File: config.mk
export PLATFORM = sky130hd
export DESIGN_NAME = exc_status_unit
export DESIGN_NICKNAME = d
export VERILOG_FILES = /design/src/rtl/exc_pkg.sv /design/src/rtl/exc_fifo_2w1r.sv /design/src/rtl/exc_status_unit.sv
export SDC_FILE = /design/constraint.sdc
export NUM_CORES = 1
export LEC_CHECK = 0
export BUFFER_PORTS_ARGS = -buffer_cell sky130_fd_sc_hd__buf_2
export CAP_MARGIN = 15
export CORE_MARGIN = 2
export CORE_UTILIZATION = 47
export CTS_BUF_LIST = sky130_fd_sc_hd__clkbuf_2
export CTS_CLUSTER_SIZE = 20
export DETAILED_ROUTE_END_ITERATION = 7
export GPL_ROUTABILITY_DRIVEN = 0
export HOLD_SLACK_MARGIN = 0.1
export PLACE_DENSITY_LB_ADDON = 0.2
export SLEW_MARGIN = 30
export SYNTH_ARGS = -nofsm -noshare
export SYNTH_HDL_FRONTEND = slang
export SYNTH_SLANG_ARGS = --single-unit
File: constraint.sdc
create_clock -name clk_i -period 4.3 [get_ports clk_i]
set_clock_uncertainty 0.05 [all_clocks]
set_input_delay 0.86 -clock clk_i [delete_from_list [all_inputs] [get_ports clk_i]]
set_output_delay 0.86 -clock clk_i [all_outputs]
set_load 0.005 [all_outputs]
File: src/rtl/exc_pkg.sv
// Shared exception codes, opcode constants and the ALU overflow decode.
// Pure definitions: no state, no latency.
// Used by the status unit top and its bench-facing decode.
package exc_pkg;

    localparam int CODE_W = 3;

    typedef logic [CODE_W-1:0] exc_code_t;

    localparam exc_code_t EXC_NONE = 3'd0;
    localparam exc_code_t EXC_ADD  = 3'd1;
    localparam exc_code_t EXC_ADDI = 3'd2;
    localparam exc_code_t EXC_SUB  = 3'd3;
    localparam exc_code_t EXC_MUL  = 3'd4;
    localparam exc_code_t EXC_DIV  = 3'd5;

    localparam logic [4:0] OP_RTYPE = 5'b00000;
    localparam logic [4:0] OP_ADDI  = 5'b00101;
    localparam logic [4:0] ALU_ADD  = 5'b00000;
    localparam logic [4:0] ALU_SUB  = 5'b00001;

    // Map an overflowing ALU instruction to its status code; EXC_NONE if it
    // is not one of the instructions that can raise an overflow exception.
    function automatic exc_code_t decode_alu(input logic [4:0] opcode,
                                             input logic [4:0] aluop);
        exc_code_t code;
        code = EXC_NONE;
        if (opcode == OP_ADDI) begin
            code = EXC_ADDI;
        end else if (opcode == OP_RTYPE) begin
            if (aluop == ALU_ADD) begin
                code = EXC_ADD;
            end else if (aluop == ALU_SUB) begin
                code = EXC_SUB;
            end
        end
        return code;
    endfunction

endpackage

File: src/rtl/exc_fifo_2w1r.sv
// Small FIFO with two write ports (wr0 ordered before wr1) and one read port.
// Latency 1: a write is visible at the head on the next cycle; head is from flops.
// No internal flow control: the caller guarantees writes never exceed free space.
module exc_fifo_2w1r #(
    parameter int DEPTH = 4,
    parameter int W     = 3,
    localparam int PW   = $clog2(DEPTH),
    localparam int CW   = $clog2(DEPTH + 1)
) (
    input  logic          clk_i,
    input  logic          rst_ni,
    input  logic          clr_i,
    input  logic          wr0_vld_i,
    input  logic [W-1:0]  wr0_dat_i,
    input  logic          wr1_vld_i,
    input  logic [W-1:0]  wr1_dat_i,
    input  logic          rd_rdy_i,
    output logic          rd_vld_o,
    output logic [W-1:0]  rd_dat_o,
    output logic [CW-1:0] count_o
);

    logic [W-1:0]  mem_q [DEPTH];
    logic [W-1:0]  mem_d [DEPTH];
    logic [PW-1:0] wptr_q, wptr_d;
    logic [PW-1:0] rptr_q, rptr_d;
    logic [CW-1:0] cnt_q, cnt_d;
    logic          pop;

    assign pop      = rd_rdy_i & (cnt_q != '0);
    assign rd_vld_o = (cnt_q != '0);
    // Force zero when empty so the idle output never shows a stale code.
    assign rd_dat_o = rd_vld_o ? mem_q[rptr_q] : '0;
    assign count_o  = cnt_q;

    // Next-state: storage writes, pointer advance (wraps mod DEPTH) and occupancy.
    // wr1 is only ever asserted together with wr0, so it lands one slot later.
    always_comb begin
        mem_d  = mem_q;
        wptr_d = wptr_q;
        rptr_d = rptr_q;
        cnt_d  = cnt_q;
        if (clr_i) begin
            wptr_d = '0;
            rptr_d = '0;
            cnt_d  = '0;
        end else begin
            if (wr0_vld_i) begin
                mem_d[wptr_q] = wr0_dat_i;
            end
            if (wr1_vld_i) begin
                mem_d[wptr_q + PW'(1)] = wr1_dat_i;
            end
            wptr_d = wptr_q + PW'(wr0_vld_i) + PW'(wr1_vld_i);
            rptr_d = rptr_q + PW'(pop);
            cnt_d  = cnt_q + CW'(wr0_vld_i) + CW'(wr1_vld_i) - CW'(pop);
        end
    end

    // State registers; asynchronous reset empties the queue immediately.
    always_ff @(posedge clk_i or negedge rst_ni) begin
        if (!rst_ni) begin
            for (int i = 0; i < DEPTH; i++) begin
                mem_q[i] <= '0;
            end
            wptr_q <= '0;
            rptr_q <= '0;
            cnt_q  <= '0;
        end else begin
            mem_q  <= mem_d;
            wptr_q <= wptr_d;
            rptr_q <= rptr_d;
            cnt_q  <= cnt_d;
        end
    end

endmodule

File: src/rtl/exc_status_unit.sv
// Decodes ALU overflow and multdiv exceptions into status codes and buffers them for $r30 writeback.
// Latency 1 from event to wb_valid_o when empty; outputs come straight from flops.
// wb_valid_o/wb_ready_i handshake; head held while stalled; events beyond free space are counted and dropped.
module exc_status_unit
    import exc_pkg::*;
#(
    parameter int DATA_WIDTH = 32,
    parameter int DEPTH      = 4,
    parameter int STATUS_REG = 30,
    parameter int CNT_WIDTH  = 8,
    localparam int PEND_W    = $clog2(DEPTH + 1)
) (
    input  logic                  clk_i,
    input  logic                  rst_ni,
    input  logic                  alu_valid_i,
    input  logic                  alu_ovf_i,
    input  logic [4:0]            alu_opcode_i,
    input  logic [4:0]            alu_aluop_i,
    input  logic                  md_valid_i,
    input  logic                  md_exc_i,
    input  logic                  md_is_div_i,
    input  logic                  clear_i,
    output logic                  wb_valid_o,
    input  logic                  wb_ready_i,
    output logic [DATA_WIDTH-1:0] wb_data_o,
    output logic [4:0]            wb_addr_o,
    output logic                  exc_flag_o,
    output logic [PEND_W-1:0]     pending_o,
    output logic [CNT_WIDTH-1:0]  drop_cnt_o
);

    localparam logic [PEND_W:0] DEPTH_V = (PEND_W + 1)'(DEPTH);

    exc_code_t             alu_code;
    exc_code_t             md_code;
    exc_code_t             head_code;
    logic                  alu_ev;
    logic                  md_ev;
    logic                  pop;
    logic [PEND_W:0]       free_slots;
    logic                  acc_alu;
    logic                  acc_md;
    logic [1:0]            n_drop;
    logic                  wr0_vld;
    logic                  wr1_vld;
    exc_code_t             wr0_dat;
    logic [CNT_WIDTH:0]    drop_sum;
    logic [CNT_WIDTH-1:0]  drop_q, drop_d;
    logic                  flag_q, flag_d;

    assign alu_code = decode_alu(alu_opcode_i, alu_aluop_i);
    assign md_code  = md_is_div_i ? EXC_DIV : EXC_MUL;
    assign alu_ev   = alu_valid_i & alu_ovf_i & (alu_code != EXC_NONE);
    assign md_ev    = md_valid_i & md_exc_i;
    assign pop      = wb_valid_o & wb_ready_i;

    // Admission: a same-cycle pop frees a slot; ALU takes the first free slot, MD the next.
    always_comb begin
        free_slots = DEPTH_V - {1'b0, pending_o} + {{PEND_W{1'b0}}, pop};
        acc_alu    = alu_ev & (free_slots != '0);
        acc_md     = md_ev & (free_slots > {{PEND_W{1'b0}}, acc_alu});
        n_drop     = {1'b0, alu_ev & ~acc_alu} + {1'b0, md_ev & ~acc_md};
        // The earlier accepted event always occupies write port 0.
        wr0_vld    = ~clear_i & (acc_alu | acc_md);
        wr1_vld    = ~clear_i & acc_alu & acc_md;
        wr0_dat    = acc_alu ? alu_code : md_code;
    end

    // Drop counter and exception pulse next-state; clear wins over everything.
    always_comb begin
        drop_sum = {1'b0, drop_q} + (CNT_WIDTH + 1)'(n_drop);
        drop_d   = drop_sum[CNT_WIDTH] ? {CNT_WIDTH{1'b1}} : drop_sum[CNT_WIDTH-1:0];
        flag_d   = acc_alu | acc_md;
        if (clear_i) begin
            drop_d = '0;
            flag_d = 1'b0;
        end
    end

    // Drop counter and exception pulse registers.
    always_ff @(posedge clk_i or negedge rst_ni) begin
        if (!rst_ni) begin
            drop_q <= '0;
            flag_q <= 1'b0;
        end else begin
            drop_q <= drop_d;
            flag_q <= flag_d;
        end
    end

    exc_fifo_2w1r #(
        .DEPTH (DEPTH),
        .W     (CODE_W)
    ) u_fifo (
        .clk_i     (clk_i),
        .rst_ni    (rst_ni),
        .clr_i     (clear_i),
        .wr0_vld_i (wr0_vld),
        .wr0_dat_i (wr0_dat),
        .wr1_vld_i (wr1_vld),
        .wr1_dat_i (md_code),
        .rd_rdy_i  (wb_ready_i),
        .rd_vld_o  (wb_valid_o),
        .rd_dat_o  (head_code),
        .count_o   (pending_o)
    );

    assign wb_data_o  = {{(DATA_WIDTH - CODE_W){1'b0}}, head_code};
    assign wb_addr_o  = 5'(STATUS_REG);
    assign exc_flag_o = flag_q;
    assign drop_cnt_o = drop_q;

endmodule

==> impl_results.md <==
* Status: completed
* Max VDD drop at 0.299 mV
* Via count at about 1600
* Diodes inserted at 0
* Die width at 70.2 µm
* Synth area leaders: dfrtp_1 34%, buf_4 12%, ha_1 4.3%
* Sequential cell area at 702 µm²
* Post-synth EDFFs at 0
* Commonest cells post-synth: 34 x buf_4, 28 x dfrtp_1, 15 x nor2_1, 13 x nand2_1, 11 x inv_1
* Clock-pin slew on the worst setup and hold paths at roughly 0.26 ns
* Post-synth top area share at 34.0%
* Die H at 70.2 µm
* Place WS at 0.00590 ns
* Tmin final at around 4.2 ns
* Area grow syn2layout at 13.2%
* # setup viols final at 0
* Nature of the critical path startpoint: register
* FP Rows at 24
* CP Data Required Time at between 4 and 5 ns
* Worst setup EP type: register
* Critical path type: register to register
* First-pass GRT wire length at 7.15 mm
* Cells after Synth at 213
* #FFs+latches synth at 28
* Pwr/cell area at 448 mW/mm²
* Sequential fraction of the synthesis area at 34.0%
* Pin count of the biggest net entering global routing at 29
* Worst skew pair latency at approximately 0.36 ns
* GRT Total Usage at 17.8%
* CTS tree: yes
* Worst-Margin Slew at 0.633 ns
* Distinct cells, synth at 56
* Slew HR at 57.8%
* Worst min path class: input port to asynchronous set/reset pin
* Final Hold Viols at 0
* Grt ovf at 0
* Clock buffer depth at 2
* DP HPWL at 3.18 mm
* Crit path DAT at between 4 and 5 ns
* Post-synth ARST share at 100%
* Largest area contributor in the netlist: dfrtp_1
* Leakage power at 1.07 nW
* CTS H-tree depth at 1
* CTS buffer count at 3
* Final Max Tran Viols at 0
* DRT antenna net count at 0
* Ports at 69
* Via density at 5.18
* Initial DRC Count at 111
* Fill count at around 430
* Die area at 0.00492 mm²
* Core ar. at 0.00429 mm²
* Sink Count at 28
* IO Port Bufs at 34
* Clk Tree Root Cell: clkbuf_2
* Vias in the first global route at about 1400
* Starting density of the core at 47.9%
* Hold-fix buffers, CTS at 0
* DRT Wirelength at approximately 4.2 mm
* Fin nets at 289
* Initial antenna violation count at 0
* Crit-path max FO at 3
* Tcrit/Tclk final at between 90% and 100%
* Mapped Area at 0.00206 mm²
* Setup WS post-layout at 0.0975 ns
* DRC viols at 0
* Synthesis warning total at 0
* Ys flop type: dfrtp_1
* Max Clk Rate at 238 MHz
* Max Cap Violations at 0
* Drt first pass iters at 4
* Multi-input gate area at approximately 0.0012 mm²
* Syn Area/Cell at 9.66 µm²
* Count leader, synth: buf_4
* Share of cells above drive strength 1 at 31.1%
* RSZ-0062 raised after global routing: true
* Hold WS at 0.410 ns
* Drt wl/cell at 13.6 µm
## repair_timing
item,4_1_cts,5_1_grt
gates resized for setup,0,6
setup buffers,0,7
setup endpoints to repair,0,10
## logic make-up after synthesis
family | after synthesis | synth area share [%]
buffers and inverters | 54 | 16.5
and+or+nand+nor | 65 | 16.8
other | 2 | 0.365
muxes | 4 | 3.77
DFF | 28 | 34.0
xor gates and xnor gates | 6 | 2.55
adders and majority gates | 11 | 8.15
AOI/OAI and AO/OA | 43 | 17.8
## critical path, cell delays in order, from the launching register on
cell and delay (ns):
dfrtp_2 0.47, or3_4 0.41, nand2_4 0.09, ha_4 0.12, inv_2 0.04, ha_4 0.15, or2_4 0.24, a21oi_4 0.18
a211oi_4 0.08, ha_1 0.29, or3_4 0.35, a2111oi_4 0.37, inv_1 0.10, ha_1 0.29, inv_1 0.04, fa_2 0.33
inv_2 0.06, fa_2 0.41, nor2_1 0.09
## report_power, final
group / internal (mW) / switching [mW] / total [mW] / leakage (nW)
sequential: 0.318 / 0.0560 / 0.374 / 0.372
combinational: 0.290 / 0.286 / 0.576 / 0.682
clock: 0.0189 / 0.0747 / 0.0936 / 0.0125
## worst paths after layout
path / start / end / slack (ns) / cells past startpoint
max in group asynchronous: rst_ni / u_fifo.count_o[1] / 3.32 / 1
worst min register to register: u_fifo.mem_q[3] / u_fifo.mem_q[3] / 0.47 / 1
worst max-delay path: u_fifo.count_o[1] / u_fifo.count_o[1] / 0.1 / 18
worst min-delay path: rst_ni / u_fifo.mem_q[9] / 0.41 / 1
min in group clk_i: u_fifo.mem_q[3] / u_fifo.mem_q[3] / 0.47 / 1
worst max register to register: u_fifo.count_o[1] / u_fifo.count_o[1] / 0.1 / 18
## cells in the final DEF, fill, tap and decap left out, types with 4 or more instances in the layout
| master | netlist | layout |
|---|---|---|
| nand3_1 | 7 | 7 |
| buf_2 | 1 | 34 |
| conb_1 | 2 | 34 |
| dfrtp_1 | 28 | 27 |
| inv_1 | 11 | 9 |
| xor2_1 | 4 | 4 |
| nand2_1 | 13 | 12 |
| a21oi_1 | 9 | 9 |
| nor2_1 | 15 | 15 |
| nor3_1 | 6 | 6 |
| a31oi_1 | 4 | 4 |
| o211ai_1 | 4 | 4 |
| buf_4 | 34 | 16 |
| ha_1 | 7 | 5 |
## flip-flops by register name, indices dropped and copies added, names as in the netlist
name / cells
u_fifo.mem_q: 12
drop_cnt_o: 8
u_fifo.count_o: 3
u_fifo.rptr_q: 2
u_fifo.wptr_q: 2
exc_flag_o: 1
## per-stage QoR
stage	instances	cell area, µm²	TNS, ns	total power [mW]	util, %
2_1_floorplan	245	2230	-0.0544	0.747	-
3_3_place_gp	299	2250	0	0.881	52.3
3_5_place_dp	299	2250	0	0.891	52.3
4_1_cts	302	2260	0	0.988	52.7
5_1_grt	309	2330	-0.153	1.14	54.3
6_report	309	2330	0	1.04	54.3
## area by class of cell
| type | count | area share [%] |
|---|---|---|
| inverter | 13 | 2.09 |
| sequential | 28 | 30.1 |
| multi-input combinational | 163 | 51.9 |
| clock buffer | 3 | 0.644 |
| tap | 52 | 2.79 |
| timing repair buffer | 50 | 12.5 |
## routing by layer
| metal | GRT usage [%] | vias up | routed length, µm |
|---|---|---|---|
| li1 | - | 781 | - |
| met1 | 25.6 | 771 | 1910 |
| met2 | 29.0 | 48 | 2080 |
| met3 | 4.04 | 2 | 202 |
| met4 | 1.28 | 0 | 12 |
| met5 | 0 | - | 0 |
No activity file was read; power rests on OpenSTA's default activity.
